<file path="src/rtl/i2c_line_cond.sv">
// I2C pad input conditioner: 2-flop sync, per-line glitch filter, SCL edge strobes, START/STOP, busy flag.
// Optional SCL-stuck-low detector is compiled in when I2C_STUCK_DET_EN is defined.
module i2c_line_cond #(
    parameter int FILT_CNT  = 8,
    parameter int CNT_W     = 4,
    parameter int STUCK_CYC = 3125000,
    parameter int STUCK_W   = 22
) (
    input  logic clk,
    input  logic rst,
    input  logic scl_in,
    input  logic sda_in,
    output logic scl_f,
    output logic sda_f,
    output logic scl_rise,
    output logic scl_fall,
    output logic start_det,
    output logic stop_det,
    output logic bus_busy,
    output logic bus_stuck
);

    localparam logic [CNT_W-1:0] FILT_LAST = CNT_W'(FILT_CNT - 1);

    generate
        if (FILT_CNT < 2 || FILT_CNT > (2 ** CNT_W) - 1 ||
            STUCK_CYC < 1 || STUCK_CYC > (2 ** STUCK_W) - 1) begin : g_param_check
            $error("i2c_line_cond: CNT_W/STUCK_W too narrow for FILT_CNT/STUCK_CYC");
        end
    endgenerate

    // Bit 0 carries SCL, bit 1 carries SDA through every stage.
    logic [1:0]       sync1;
    logic [1:0]       sync2;
    logic [1:0]       filt;
    logic [CNT_W-1:0] cnt_q [2];
    logic [1:0]       upd;
    logic             start_nxt;
    logic             stop_nxt;

    // upd marks the cycle in which a filtered level flips on the next edge.
    always_comb begin
        upd = 2'b00;
        for (int i = 0; i < 2; i++) begin
            upd[i] = (sync2[i] != filt[i]) && (cnt_q[i] == FILT_LAST);
        end
        start_nxt = upd[1] &&  filt[1] && filt[0] && !upd[0];
        stop_nxt  = upd[1] && !filt[1] && filt[0] && !upd[0];
    end

    always_ff @(posedge clk) begin
        if (rst) begin
            sync1     <= 2'b11;
            sync2     <= 2'b11;
            filt      <= 2'b11;
            cnt_q[0]  <= '0;
            cnt_q[1]  <= '0;
            scl_rise  <= 1'b0;
            scl_fall  <= 1'b0;
            start_det <= 1'b0;
            stop_det  <= 1'b0;
            bus_busy  <= 1'b0;
        end else begin
            sync1 <= {sda_in, scl_in};
            sync2 <= sync1;
            for (int i = 0; i < 2; i++) begin
                if (sync2[i] == filt[i]) begin
                    cnt_q[i] <= '0;
                end else if (upd[i]) begin
                    filt[i]  <= sync2[i];
                    cnt_q[i] <= '0;
                end else begin
                    cnt_q[i] <= cnt_q[i] + 1'b1;
                end
            end
            scl_rise  <= upd[0] && !filt[0];
            scl_fall  <= upd[0] &&  filt[0];
            start_det <= start_nxt;
            stop_det  <= stop_nxt;
            if (start_nxt) begin
                bus_busy <= 1'b1;
            end else if (stop_nxt) begin
                bus_busy <= 1'b0;
            end
        end
    end

    assign scl_f = filt[0];
    assign sda_f = filt[1];

`ifdef I2C_STUCK_DET_EN
    localparam logic [STUCK_W-1:0] STUCK_MAX = STUCK_W'(STUCK_CYC);

    logic [STUCK_W-1:0] stuck_cnt;

    always_ff @(posedge clk) begin
        if (rst || filt[0]) begin
            stuck_cnt <= '0;
        end else if (stuck_cnt != STUCK_MAX) begin
            stuck_cnt <= stuck_cnt + 1'b1;
        end
    end

    // Gated by scl_f so the flag drops in the same cycle SCL is seen high.
    assign bus_stuck = !filt[0] && (stuck_cnt == STUCK_MAX);
`else
    assign bus_stuck = 1'b0;
`endif

endmodule
</file>
<file path="config.mk">
export PLATFORM = sky130hd
export DESIGN_NAME = i2c_line_cond
export DESIGN_NICKNAME = d
export VERILOG_FILES = /design/src/rtl/i2c_line_cond.sv
export SDC_FILE = /design/constraint.sdc
export NUM_CORES = 1
export LEC_CHECK = 0
export ABC_AREA = 1
export BUFFER_PORTS_ARGS = -buffer_cell sky130_fd_sc_hd__buf_2
export CORE_MARGIN = 4
export CORE_UTILIZATION = 52
export CTS_CLUSTER_DIAMETER = 200
export CTS_CLUSTER_SIZE = 28
export DETAILED_ROUTE_END_ITERATION = 8
export PLACE_DENSITY = 0.73
export SLEW_MARGIN = 25
export SYNTH_ARGS = -nofsm -noshare
export SYNTH_HDL_FRONTEND = slang
export SYNTH_SLANG_ARGS = --single-unit
</file>
<file path="constraint.sdc">
create_clock -name clk -period 1.7 [get_ports clk]
set_input_delay 0.17 -clock clk [delete_from_list [all_inputs] [get_ports clk]]
set_output_delay 0.17 -clock clk [all_outputs]
set_load 0.02 [all_outputs]
</file>
==> impl_metrics.xml, run 1 <==
<?xml version="1.0" encoding="UTF-8"?>
<metrics>
  <group name="drt">
    <metric name="highest_layer" unit="">met4</metric>
    <metric name="drtPass1Iterations" unit="">4</metric>
    <metric name="detail_route.drc_violations" unit="">0</metric>
    <metric name="routed_antenna_nets" unit="">0</metric>
    <metric name="met2_length" unit="um">532</metric>
    <metric name="routed_wirelength" unit="um">1180</metric>
    <metric name="drtIter0Drc" unit="">7</metric>
    <metric name="avgRoutedWirePerCell" unit="um">10.3</metric>
    <metric name="drt_via_density" unit="">4.70</metric>
    <metric name="detailroute.via_count" unit="">536</metric>
    <metric name="m1WireLength" unit="um">560</metric>
    <metric name="wl_met3" unit="um">69</metric>
  </group>
  <group name="synthesis">
    <metric name="number_of_enable_flip_flop_cells_after_synthesis" unit="">8</metric>
    <metric name="synthesized_flop_and_latch_total" unit="">19</metric>
    <metric name="synth.cells.most_frequent" unit="">sky130_fd_sc_hd__dfxtp_1 (11), sky130_fd_sc_hd__nor2_1 (10), sky130_fd_sc_hd__inv_1 (9), sky130_fd_sc_hd__nand2_1 (9), sky130_fd_sc_hd__edfxtp_1 (8)</metric>
    <metric name="ffs_w_async_s_r_synth" unit="%">0</metric>
    <metric name="seq_area_frac_synth" unit="%">59.2</metric>
    <metric name="syn_area_per_cell" unit="um^2">9.73</metric>
    <metric name="synth.largest_area_cell" unit="">sky130_fd_sc_hd__edfxtp_1</metric>
    <metric name="yosysMostFrequentCell" unit="">sky130_fd_sc_hd__dfxtp_1</metric>
    <metric name="synth_top_cells_by_area" unit="">sky130_fd_sc_hd__edfxtp_1 (31%), sky130_fd_sc_hd__dfxtp_1 (28%), sky130_fd_sc_hd__nor2_1 (4.8%), sky130_fd_sc_hd__inv_1 (4.3%), sky130_fd_sc_hd__nand2_1 (4.3%)</metric>
    <metric name="synth_cell_types" unit="">22</metric>
    <metric name="synthDominantCellAreaShare" unit="%">30.9</metric>
    <metric name="postSynthCellCount" unit="">80</metric>
    <metric name="dominantRegCellSynth" unit="">sky130_fd_sc_hd__dfxtp_1</metric>
    <metric name="mappedNetlistArea" unit="um^2">778</metric>
    <metric name="yosysWarnings" unit="">0</metric>
  </group>
  <group name="cts">
    <metric name="cts_num_sinks" unit="">19</metric>
    <metric name="cts_buffers" unit="">3</metric>
    <metric name="cts.repair_timing.setup_buffer_count" unit="">0</metric>
    <metric name="ctsRootBufferMaster" unit="">sky130_fd_sc_hd__clkbuf_4</metric>
    <metric name="quantity_of_gates_resized_following_cts" unit="">0</metric>
    <metric name="htree_levels" unit="">1</metric>
    <metric name="clkTransAtPathRegs" unit="ps">100</metric>
    <metric name="cts_tree" unit="">yes</metric>
    <metric name="cts_buffer_depth" unit="">2</metric>
    <metric name="clk_latency" unit="ps">300</metric>
    <metric name="cts_hold_buffers" unit="">0</metric>
  </group>
  <group name="timing">
    <metric name="unrepaired_setup_endpoints_after_global_routing" unit="">no</metric>
    <metric name="final.period_utilization" unit="%">77.0</metric>
    <metric name="fmax" unit="MHz">764</metric>
    <metric name="slew_violations" unit="">0</metric>
    <metric name="final-setup-viol-count" unit="">0</metric>
    <metric name="timing.setup.tns" unit="ps">0</metric>
    <metric name="fin_worst_skew" unit="ps">4.83</metric>
    <metric name="fin_crit" unit="ps">1310</metric>
    <metric name="timing.final.hold_violations" unit="">0</metric>
    <metric name="final_critical_path_setup_slack" unit="ps">390</metric>
  </group>
  <group name="power_and_ir_drop">
    <metric name="p_leak" unit="nW">0.425</metric>
    <metric name="irDropWorstVdd" unit="mV">0.708</metric>
    <metric name="pwr_density_cell" unit="nW/um^2">858</metric>
  </group>
  <group name="setup_path">
    <metric name="crit_path_cell_trace" unit="">ha_1, nand2_1, nor2_2, inv_2, nand3_2, nor3b_2</metric>
    <metric name="worstPathBufferInverterCount" unit="">1</metric>
    <metric name="endpoint_kind" unit="">flip-flop</metric>
    <metric name="critPathMaxFanout" unit="">5</metric>
    <metric name="worstSetupStartpointType" unit="">flip-flop</metric>
    <metric name="slowest_delay" unit="ps">430</metric>
    <metric name="crit_type" unit="">reg2reg</metric>
    <metric name="cpLargestDelayFamily" unit="">flip-flops</metric>
    <metric name="crit_path_slowest_cell" unit="">sky130_fd_sc_hd__edfxtp_1</metric>
    <metric name="cp_data_arrival_time" unit="ps">1460</metric>
    <metric name="required" unit="ps">1850</metric>
  </group>
  <group name="final_layout">
    <metric name="multi_input_area" unit="um^2">292</metric>
    <metric name="num_antenna_cells" unit="">0</metric>
    <metric name="final_cells" unit="">114</metric>
    <metric name="fill_cells" unit="">107</metric>
    <metric name="finalInstanceArea" unit="um^2">890</metric>
    <metric name="layout-drive-gt1-share" unit="%">25.3</metric>
    <metric name="regArea" unit="um^2">460</metric>
    <metric name="area_delta_synth_final" unit="%">14.3</metric>
    <metric name="finish.utilization" unit="%">65.9</metric>
    <metric name="finalNetCount" unit="">106</metric>
  </group>
  <group name="die">
    <metric name="pin_count" unit="">12</metric>
    <metric name="die_width" unit="um">46.7</metric>
    <metric name="die_area" unit="um^2">2180</metric>
    <metric name="floorplan.core_area" unit="um^2">1350</metric>
    <metric name="rows" unit="">13</metric>
    <metric name="initial_utilization" unit="%">57.6</metric>
    <metric name="die_height" unit="um">46.7</metric>
  </group>
  <group name="worst_hold_path">
    <metric name="worstHoldPathType" unit="">in2reg</metric>
  </group>
  <group name="place">
    <metric name="placedCellCount" unit="">110</metric>
    <metric name="placement.setup.worst_slack" unit="ps">418</metric>
    <metric name="post_dp_cell_area" unit="um^2">862</metric>
    <metric name="io_buffer_count" unit="">10</metric>
    <metric name="hpwlAfterDp" unit="um">930</metric>
    <metric name="place_congestion" unit="">0.651</metric>
  </group>
  <group name="grt">
    <metric name="grt_overflow_total" unit="">0</metric>
    <metric name="grt_pass1_vias" unit="">455</metric>
    <metric name="wire_length_of_the_first_global_routing_pass" unit="um">1930</metric>
    <metric name="antenna_found_initial" unit="">0</metric>
    <metric name="maximum_number_of_pins_on_one_net_before_global_route_repair" unit="">12</metric>
    <metric name="track_usage" unit="%">13.2</metric>
  </group>
  <group name="flow_run">
    <metric name="max-cap-violations" unit="">0</metric>
  </group>
  <group name="run_status">
    <metric name="run_status" unit="">finished, final reports clean</metric>
  </group>
</metrics>
state kept, by name (all words and copies together) (netlist names):
signal / cells
cnt_q: 8
scl_rise: 1
filt: 2
stop_det: 1
sync1: 2
bus_busy: 1
sync2: 2
scl_fall: 1
start_det: 1
stage by stage:
step           power [mW]  hold WS, ps
6_report            0.764         55.0
2_1_floorplan       0.541          274
5_1_grt             0.800         47.9
4_1_cts             0.768         48.8
3_5_place_dp        0.551          360
3_3_place_gp        0.548          354
worst paths after layout:
kind | startpoint | to | slack [ps] | cells after the start
min reg2reg | sync1[0] | sync2[0] | 420 | 1
min | sda_in | sync1[1] | 60 | 2
max | cnt_q[0][0] | cnt_q[0][2] | 390 | 6
max reg2reg | cnt_q[0][0] | cnt_q[0][2] | 390 | 6
report_power, final:
group | switching, mW | leakage (nW) | internal [mW]
Sequential | 0.00929 | 0.172 | 0.489
Clock | 0.135 | 0.0177 | 0.0877
Combinational | 0.0268 | 0.235 | 0.0154
Total | 0.171 | 0.425 | 0.592
final cells by class:
class	count	area share (%)
sequential	19	51.8
timing repair buffer	10	5.63
clock inverter	1	0.563
tap	15	2.11
multi-input combinational	55	32.8
clock buffer	3	2.53
inverter	11	4.64
metal layers:
layer | vias to the layer above | global-route usage, %
met1 | 233 | 16.2
met2 | 12 | 20.3
li1 | 287 | -
met3 | 4 | 4.69
met4 | 0 | 6.63
met5 | - | 0
kinds of logic after synthesis:
group	synth area share (%)
other	0.965
AND/OR/NAND/NOR	24.0
flip-flops	59.2
buffers and inverters	6.75
XOR/XNOR	3.38
adder cells (fa/ha/maj)	3.21
AO/OA/AOI/OAI	2.57
layout by cell type (no fill, tap or decap), drive strengths merged:
cell    Yosys  final
a21oi       2      2
buf         1     10
nand3       5      5
ha          2      2
nand2      10     10
clkinv      0      1
nor2       12     12
xor2        2      2
o21ai       2      2
nor3        2      2
clkbuf      1      3
inv        11     11
edfxtp      8      8
nand4       3      3
nor3b       1      1
xnor2       1      1
conb        2      9
dfxtp      11     11
or2         4      4
worst reg2reg max path, cell delays in order, from the launching register on:
cell and delay, ps:
sky130_fd_sc_hd__edfxtp_1 430, sky130_fd_sc_hd__ha_1 230, sky130_fd_sc_hd__nand2_1 90, sky130_fd_sc_hd__nor2_2 50
sky130_fd_sc_hd__inv_2 90, sky130_fd_sc_hd__nand3_2 110, sky130_fd_sc_hd__nor3b_2 160
Power figures use the tool's default switching activity.
==> run 2, diff against run 1 <==
==> constraint.sdc (replaced) <==
create_clock -name clk -period 1.35 [get_ports clk]
set_input_delay 0.135 -clock clk [delete_from_list [all_inputs] [get_ports clk]]
set_output_delay 0.135 -clock clk [all_outputs]
set_load 0.02 [all_outputs]
==> run 2 against run 1 <==
Sequential share of layout area fell by 3.0 points. Global-route usage up 2.6 points. Core utilization increased by 4.1 points. Hold slack better by 67 ps. Critical endpoint unchanged.
==> impl_metrics.xml, run 2 (synthesis results as in run 1) <==
<?xml version="1.0" encoding="UTF-8"?>
<metrics>
  <group name="place">
    <metric name="hpwlAfterDp" unit="um">996</metric>
    <metric name="io_buffer_count" unit="">10</metric>
    <metric name="place_congestion" unit="">0.651</metric>
    <metric name="placement.setup.worst_slack" unit="ps">64.3</metric>
  </group>
  <group name="cts">
    <metric name="clk_latency" unit="ps">310</metric>
    <metric name="cts_num_sinks" unit="">19</metric>
    <metric name="cts_tree" unit="">yes</metric>
    <metric name="ctsRootBufferMaster" unit="">sky130_fd_sc_hd__clkbuf_4</metric>
    <metric name="htree_levels" unit="">1</metric>
    <metric name="cts_buffers" unit="">3</metric>
    <metric name="cts_buffer_depth" unit="">2</metric>
    <metric name="clkTransAtPathRegs" unit="ps">120</metric>
  </group>
  <group name="worst_hold_path">
    <metric name="whs_path_depth" unit="">2</metric>
    <metric name="worstHoldPathType" unit="">in2reg</metric>
  </group>
  <group name="setup_path">
    <metric name="required" unit="ps">1520</metric>
    <metric name="worst-r2r-cell-count" unit="">6</metric>
    <metric name="crit_path_cell_trace" unit="">ha_2, nand2_1, nor2_2, inv_2, nand3_4, nor3b_2</metric>
    <metric name="crit_path_slowest_cell" unit="">sky130_fd_sc_hd__edfxtp_1</metric>
    <metric name="slowest_delay" unit="ps">430</metric>
    <metric name="cp_data_arrival_time" unit="ps">1430</metric>
    <metric name="crit_type" unit="">reg2reg</metric>
    <metric name="endpoint_kind" unit="">flip-flop</metric>
    <metric name="worstSetupStartpointType" unit="">flip-flop</metric>
    <metric name="critPathMaxFanout" unit="">4</metric>
  </group>
  <group name="grt">
    <metric name="wire_length_of_the_first_global_routing_pass" unit="um">2210</metric>
    <metric name="track_usage" unit="%">15.8</metric>
    <metric name="maximum_number_of_pins_on_one_net_before_global_route_repair" unit="">13</metric>
    <metric name="grt_pass1_vias" unit="">494</metric>
    <metric name="antenna_found_initial" unit="">0</metric>
    <metric name="grt_overflow_total" unit="">0</metric>
  </group>
  <group name="final_layout">
    <metric name="registers.top_by_ff_count" unit="">cnt_q</metric>
    <metric name="fill_cells" unit="">112</metric>
    <metric name="layout.cells.most_common" unit="">sky130_fd_sc_hd__dfxtp_1</metric>
    <metric name="multi_input_area" unit="um^2">309</metric>
    <metric name="top_library_cells_by_usage_in_the_layout_fill_and_taps_aside" unit="">sky130_fd_sc_hd__dfxtp_1 (11), sky130_fd_sc_hd__nor2_1 (10), sky130_fd_sc_hd__buf_2 (10)</metric>
    <metric name="layout-drive-gt1-share" unit="%">29.1</metric>
    <metric name="largest_reg_flops" unit="">8</metric>
    <metric name="area_delta_synth_final" unit="%">21.4</metric>
    <metric name="finalNetCount" unit="">110</metric>
    <metric name="num_antenna_cells" unit="">0</metric>
    <metric name="regArea" unit="um^2">460</metric>
  </group>
  <group name="drt">
    <metric name="detailroute.via_count" unit="">564</metric>
    <metric name="routed_antenna_nets" unit="">0</metric>
    <metric name="drtIter0Drc" unit="">7</metric>
    <metric name="drtPass1Iterations" unit="">4</metric>
    <metric name="routed_wirelength" unit="um">1400</metric>
    <metric name="avgRoutedWirePerCell" unit="um">11.8</metric>
    <metric name="detail_route.drc_violations" unit="">0</metric>
    <metric name="drt_via_density" unit="">4.78</metric>
  </group>
  <group name="timing">
    <metric name="fin_crit" unit="ps">1250</metric>
    <metric name="slew_violations" unit="">0</metric>
    <metric name="fin_worst_skew" unit="ps">12.4</metric>
    <metric name="final.period_utilization" unit="%">92.9</metric>
    <metric name="fmax" unit="MHz">797</metric>
    <metric name="final-setup-viol-count" unit="">0</metric>
    <metric name="unrepaired_setup_endpoints_after_global_routing" unit="">no</metric>
    <metric name="timing.final.hold_violations" unit="">0</metric>
    <metric name="timing.setup.tns" unit="ps">0</metric>
    <metric name="final_critical_path_setup_slack" unit="ps">96.0</metric>
  </group>
  <group name="flow_run">
    <metric name="max-cap-violations" unit="">0</metric>
  </group>
  <group name="run_status">
    <metric name="run_status" unit="">finished, final reports clean</metric>
  </group>
  <group name="die">
    <metric name="die_height" unit="um">46.7</metric>
    <metric name="die_area" unit="um^2">2180</metric>
    <metric name="floorplan.core_area" unit="um^2">1350</metric>
    <metric name="pin_count" unit="">12</metric>
    <metric name="rows" unit="">13</metric>
    <metric name="initial_utilization" unit="%">57.6</metric>
    <metric name="die_width" unit="um">46.7</metric>
  </group>
  <group name="power_and_ir_drop">
    <metric name="irDropWorstVdd" unit="mV">0.776</metric>
    <metric name="p_leak" unit="nW">0.435</metric>
    <metric name="pwr_density_cell" unit="nW/um^2">1050</metric>
  </group>
</metrics>
==> run 2: worst paths after layout <==
path                    start  slack [ps]           to
hold reg to reg      sync1[1]         430     sync2[1]
setup reg to reg  cnt_q[0][0]         100  cnt_q[0][2]
hold / removal            rst         120     stop_det
setup / recovery  cnt_q[0][0]         100  cnt_q[0][2]
==> run 2: per-stage QoR <==
step                      hold WS, ps  power, mW  cells  cell area, um^2  util, %
final                             122      0.993    118              945     70.0
after CTS                         113      0.993    116              912     67.6
after global placement            319      0.690    110              862     63.9
after global routing              138       1.04    118              945     70.0
after floorplan                   239      0.682     87              805        -
after detailed placement          330      0.695    110              862     63.9
==> run 2: final cells by class <==
| cell class | instances | area share (%) |
|---|---|---|
| tap | 15 | 1.99 |
| timing repair buffer | 14 | 9.01 |
| clock buffer | 3 | 2.38 |
| inverter | 11 | 4.37 |
| clock inverter | 1 | 0.795 |
| multi-input combinational | 55 | 32.7 |
| sequential | 19 | 48.7 |
==> run 2: critical path: cells and delay by family, from the launching register on <==
| kind | cells | cell delay [ps] |
|---|---|---|
| buf+inv | 1 | 80 |
| flops | 1 | 430 |
| simple gates | 4 | 390 |
| fa+ha+maj | 1 | 210 |
==> run 2: layer usage <==
metal	part of all wire, %	global-route usage (%)
met4	1.9	11.6
met5	0	0
met2	52	25.0
met1	40	17.0
met3	5.3	5.86
==> run 2: timing repair <==
item / CTS / global route
hold buffers: 2 / 0
resized for setup: 0 / 4
endpoints found under the hold margin: 2 / 0
buffers inserted: 0 / 2
endpoints found under the setup margin: 0 / 6
==> run 2: power by group <==
part           switching (mW)  internal [mW]
clock network           0.185          0.113
logic                  0.0382         0.0271
registers              0.0128          0.616
